==> config.mk <==
export PLATFORM = sky130hd
export DESIGN_NAME = phase_sequencer_flat
export DESIGN_NICKNAME = d
export VERILOG_FILES = /design/src/rtl/phase_sequencer_if.sv /design/src/rtl/phase_sequencer.sv /design/src/flat_wrapper.sv
export SDC_FILE = /design/constraint.sdc
export NUM_CORES = 1
export LEC_CHECK = 0
export ABC_AREA = 1
export CAP_MARGIN = 30
export CORE_ASPECT_RATIO = 1.2
export CORE_UTILIZATION = 44
export CTS_CLUSTER_DIAMETER = 30
export DETAILED_ROUTE_END_ITERATION = 8
export PLACE_DENSITY = 0.77
export SYNTH_ARGS = -nofsm -noshare
export SYNTH_HDL_FRONTEND = slang
export SYNTH_SLANG_ARGS = --single-unit
==> constraint.sdc <==
create_clock -name clk -period 1.45 [get_ports clk]
set_input_delay 0.145 -clock clk [delete_from_list [all_inputs] [get_ports clk]]
set_output_delay 0.145 -clock clk [all_outputs]
set_load 0.01 [all_outputs]
==> src/rtl/phase_sequencer_if.sv <==
// phase_sequencer_if
//   Bundles the sequencer's control inputs and status outputs.
//   master : driver of run/step/halt/clear/last_phase (decode/control side)
//   slave  : the sequencer itself
//   Signals:
//     run, step, halt, clear  - execution controls
//     last_phase[2:0]         - final phase index of the current instruction
//     num[2:0]                - current phase number
//     active, halted          - status levels
//     instr_done              - one-cycle pulse per completed instruction
//     instr_count[7:0]        - completed-instruction counter (wraps)
interface phase_sequencer_if;
  logic       run;
  logic       step;
  logic       halt;
  logic       clear;
  logic [2:0] last_phase;
  logic [2:0] num;
  logic       active;
  logic       halted;
  logic       instr_done;
  logic [7:0] instr_count;

  modport master (
    output run, step, halt, clear, last_phase,
    input  num, active, halted, instr_done, instr_count
  );

  modport slave (
    input  run, step, halt, clear, last_phase,
    output num, active, halted, instr_done, instr_count
  );
endinterface

==> src/rtl/phase_sequencer.sv <==
// phase_sequencer
//   Steps an instruction through phases 0..last_phase, either free-running
//   (run) or one instruction at a time (step), and stops in HALTED when a
//   HALT instruction reaches its end phase. All outputs are registered.
//   Ports:
//     clk   - rising-edge clock
//     reset - asynchronous active-high reset
//     bus   - phase_sequencer_if.slave (controls in, phase/status out)
//
//   state  | meaning
//   IDLE   | waiting for run or step; num=0, active=0
//   RUN    | executing, continues into the next instruction while run=1
//   STEP   | executing exactly one instruction, then IDLE
//   HALTED | stopped by a HALT instruction; left only via clear/reset
module phase_sequencer (
  input logic              clk,
  input logic              reset,
  phase_sequencer_if.slave bus
);

  localparam logic [1:0] IDLE   = 2'd0;
  localparam logic [1:0] RUN    = 2'd1;
  localparam logic [1:0] STEP   = 2'd2;
  localparam logic [1:0] HALTED = 2'd3;

  logic [1:0] state;
  logic [2:0] num_q;
  logic       active_q;
  logic       halted_q;
  logic       done_q;
  logic [7:0] count_q;

  logic       end_phase;
  logic [1:0] end_state;

  // ">=" rather than "==" so lowering last_phase below the current phase
  // still terminates the instruction instead of running on to 7.
  assign end_phase = ((state == RUN) || (state == STEP)) && (num_q >= bus.last_phase);

  always_comb begin
    end_state = IDLE;
    if (bus.halt)
      end_state = HALTED;
    else if ((state == RUN) && bus.run)
      end_state = RUN;
  end

  always_ff @(posedge clk or posedge reset) begin
    if (reset) begin
      state    <= IDLE;
      num_q    <= 3'd0;
      active_q <= 1'b0;
      halted_q <= 1'b0;
      done_q   <= 1'b0;
      count_q  <= 8'd0;
    end else if (bus.clear) begin
      state    <= IDLE;
      num_q    <= 3'd0;
      active_q <= 1'b0;
      halted_q <= 1'b0;
      done_q   <= 1'b0;
      count_q  <= 8'd0;
    end else begin
      case (state)
        IDLE: begin
          done_q <= 1'b0;
          num_q  <= 3'd0;
          if (bus.run) begin
            state    <= RUN;
            active_q <= 1'b1;
          end else if (bus.step) begin
            state    <= STEP;
            active_q <= 1'b1;
          end
        end
        RUN, STEP: begin
          if (end_phase) begin
            num_q    <= 3'd0;
            done_q   <= 1'b1;
            count_q  <= count_q + 8'd1;
            state    <= end_state;
            active_q <= (end_state == RUN);
            halted_q <= (end_state == HALTED);
          end else begin
            num_q  <= num_q + 3'd1;
            done_q <= 1'b0;
          end
        end
        HALTED: begin
          done_q <= 1'b0;
          num_q  <= 3'd0;
        end
        default: begin
          state    <= IDLE;
          num_q    <= 3'd0;
          active_q <= 1'b0;
          halted_q <= 1'b0;
          done_q   <= 1'b0;
        end
      endcase
    end
  end

  assign bus.num         = num_q;
  assign bus.active      = active_q;
  assign bus.halted      = halted_q;
  assign bus.instr_done  = done_q;
  assign bus.instr_count = count_q;

endmodule

==> src/flat_wrapper.sv <==
// flat-port wrapper written by rule: the top's interface ports become plain ports
module phase_sequencer_flat 
  (clk, reset, bus_run, bus_step, bus_halt, bus_clear, bus_last_phase, bus_num, bus_active, bus_halted, bus_instr_done, bus_instr_count);
  phase_sequencer_if bus_i ();
  input logic clk;
  input logic reset;
  input wire logic [$bits(bus_i.run)-1:0] bus_run;
  input wire logic [$bits(bus_i.step)-1:0] bus_step;
  input wire logic [$bits(bus_i.halt)-1:0] bus_halt;
  input wire logic [$bits(bus_i.clear)-1:0] bus_clear;
  input wire logic [$bits(bus_i.last_phase)-1:0] bus_last_phase;
  output wire logic [$bits(bus_i.num)-1:0] bus_num;
  output wire logic [$bits(bus_i.active)-1:0] bus_active;
  output wire logic [$bits(bus_i.halted)-1:0] bus_halted;
  output wire logic [$bits(bus_i.instr_done)-1:0] bus_instr_done;
  output wire logic [$bits(bus_i.instr_count)-1:0] bus_instr_count;
  assign bus_i.run = bus_run;
  assign bus_i.step = bus_step;
  assign bus_i.halt = bus_halt;
  assign bus_i.clear = bus_clear;
  assign bus_i.last_phase = bus_last_phase;
  assign bus_num = bus_i.num;
  assign bus_active = bus_i.active;
  assign bus_halted = bus_i.halted;
  assign bus_instr_done = bus_i.instr_done;
  assign bus_instr_count = bus_i.instr_count;
  phase_sequencer u_core (.clk(clk), .reset(reset), .bus(bus_i));
endmodule
==> results.yml <==
grt:
  grt_start_max_net_pins: 17
  antenna_found_initial: 0
  grt_pass1_wl_um: 3420
  grt_overflow_total: 0
  grt_use_total_pct: 18.9
  grt_pass1_vias: 835
yosys:
  synth_cells: 133
  synth_edf_count: 0
  syn_area_sq_um: 1020
  synth_fp_nets: 149
  synth_flop_cell: "dfrtp_1"
  syn_avg_cell_area_sq_um: 7.65
  synth_top_area_share_pct: 39.4
  synth_seq_cells: 16
  synth_cell_types: 23
  synth_most_common_cell: "nand2_1"
  yosysSeqAreaShare_pct: 39.4
  synth_common_cells: "nand2_1 (40), inv_1 (21), dfrtp_1 (16)"
  yosys-top-cells-area: "dfrtp_1 (39%), nand2_1 (15%), ha_1 (8.6%)"
  synth.largest_area_cell: "dfrtp_1"
  async_flop_share_pct: 100
  synth.yosys.warnings: 0
critical_path:
  cp-start-kind: "flip-flop"
  arrival_ns: 1.30
  cp-end-kind: "primary output"
  crit_chain: "clkdlybuf4s50_1"
  crit_family: "buffers and inverters"
  cp.required_ns: 1.31
  slowest_delay_ns: 0.57
  criticalPathCategory: "reg2out"
  cp_slowest_cell: "clkdlybuf4s50_1"
  cp_max_fo: 5
  path_buf_inv: 1
finish:
  area_growth_syn_to_layout_pct: 41.6
  fill_cells: 174
  final_nets: 186
  regArea_sq_um: 402
  multi_input_area_sq_um: 546
  final_cells: 199
  diodes: 0
  drive_gt1_share_pct: 18.9
routing:
  vias_per_cell: 4.92
  ant_nets: 0
  vias: 979
  firstDrtPassIters: 4
  routed_wirelength_um: 2320
  drtIter0Drc: 24
  drc_errors: 0
  avgRoutedWirePerCell_um: 11.7
sta:
  tns_ns: 0
  whs_ns: 0.166
  hold_viol_final: 0
  period_needed_ns: 1.44
  worst_pin_slew_ns: 0.255
  fmax_mhz: 694
  slew_headroom_pct: 82.9
  rsz0062_at_grt: "true"
  clock_skew_ns: 0.00551
  finalSetupViolCount: 0
  period_share_pct: 99.3
  slew_viol_final: 0
clock_network:
  htreeDepth: 1
  cts_buffers: 3
  clkTransAtPathRegs_ns: 0.10
  cts_tree: "yes"
  clk_latency_ns: 0.29
  cts-root-buf: "clkbuf_4"
  cts_num_sinks: 16
  cts_max_path_buffers: 2
power_and_ir_drop:
  p_leak_nw: 0.846
  ir_drop_uv: 1190
  power.density_nw_per_um2: 1070
placed_design:
  dp_hpwl_um: 1610
  port_buffers: 22
  dpl.cell_count: 189
  routabilityCongestion: 0.828
floorplan:
  die_h_um: 54.7
  rows: 18
  start_util_pct: 48.0
  ios: 23
  core_sq_um: 2120
  die_area_sq_um: 2510
  die_x_um: 45.9
hold_path:
  hold_path_class: "in2async"
status:
  outcome: "complete, no violations"
job:
  maxCapViolCount: 0
==> worst paths after layout <==
check | start | endpoint | slack (ns) | depth (start not counted)
max in group asynchronous | reset | u_core.bus.instr_count[3] | 1.08 | 3
hold reg to reg | u_core.state[1] | u_core.state[1] | 0.48 | 2
min in group clk | u_core.state[1] | u_core.state[1] | 0.48 | 2
setup / recovery | u_core.bus.instr_count[5] | bus_instr_count[5] | 0.009 | 1
hold / removal | reset | u_core.bus.instr_count[7] | 0.17 | 3
setup reg to reg | u_core.bus.num[2] | u_core.bus.instr_count[5] | 0.03 | 10
==> metrics by stage <==
| step | power [W] | setup slack [ns] | area [sq um] | utilization (%) |
|---|---|---|---|---|
| after detailed placement | 0.00115 | -0.254 | 1310 | 61.8 |
| final | 0.00155 | 0.00947 | 1440 | 68.0 |
| after global placement | 0.00113 | -0.185 | 1310 | 61.8 |
| after floorplan | 0.000947 | 0.00103 | 1030 | - |
| after global routing | 0.00165 | -0.0839 | 1440 | 68.0 |
| after CTS | 0.00147 | 0.00619 | 1360 | 64.0 |
==> per-layer routing <==
metal,GRT usage [%],routed length (um)
met2,31.7,1150
met3,2.97,131
met1,24.3,1030
met4,6.37,17
met5,0,0
==> power breakdown <==
part	internal, W	leakage [nW]	total, W	switching (W)
Combinational	0.000322	0.607	0.000710	0.000388
Clock	0.000153	0.0210	0.000303	0.000150
Sequential	0.000505	0.218	0.000533	0.0000280
==> cells in the final DEF, fill, tap and decap left out, types with 2 or more instances in the layout <==
| cell | n |
|---|---|
| nand2_1 | 40 |
| inv_1 | 21 |
| clkdlybuf4s50_1 | 17 |
| dfrtp_1 | 15 |
| buf_4 | 11 |
| nor2_1 | 10 |
| nand3_1 | 9 |
| nand4_1 | 6 |
| ha_1 | 5 |
| dlymetal6s2s_1 | 5 |
| o21ai_1 | 3 |
| clkbuf_4 | 3 |
| inv_2 | 2 |
| nand2_2 | 2 |
| o21ai_2 | 2 |
| a21oi_1 | 2 |
| xor2_1 | 2 |
| ha_4 | 2 |
==> area by class of cell <==
type	instances	share of cell area (%)
multi-input cells	91	37.9
repair inverters	1	0.434
inverters	24	6.78
repair buffers	33	21.9
clock buffers	4	2.52
flip-flops and latches	16	27.9
well taps	30	2.61
==> flip-flops by register name (all words and copies together), names as in the netlist <==
signal	flops
u_core.bus.num	3
u_core.bus.active	1
u_core.state	2
u_core.bus.instr_done	1
u_core.bus.instr_count	8
u_core.bus.halted	1
==> cells by family (layout without fill, tap and decap cells) <==
family | Yosys count | count (layout) | synth area share, %
simple gates | 73 | 73 | 32.8
buf+inv | 26 | 62 | 11.6
flops | 16 | 16 | 39.4
compound gates | 8 | 8 | 5.04
fa+ha+maj | 7 | 7 | 8.61
xor+xnor | 3 | 3 | 2.58
==> what timing repair did <==
item,CTS,global route
hold buffers,0,0
buffers inserted,1,4
gates cloned,0,1
setup endpoints to repair,5,23
pin swaps,0,0
gates resized for setup,2,14
Power figures use the tool's default switching activity.
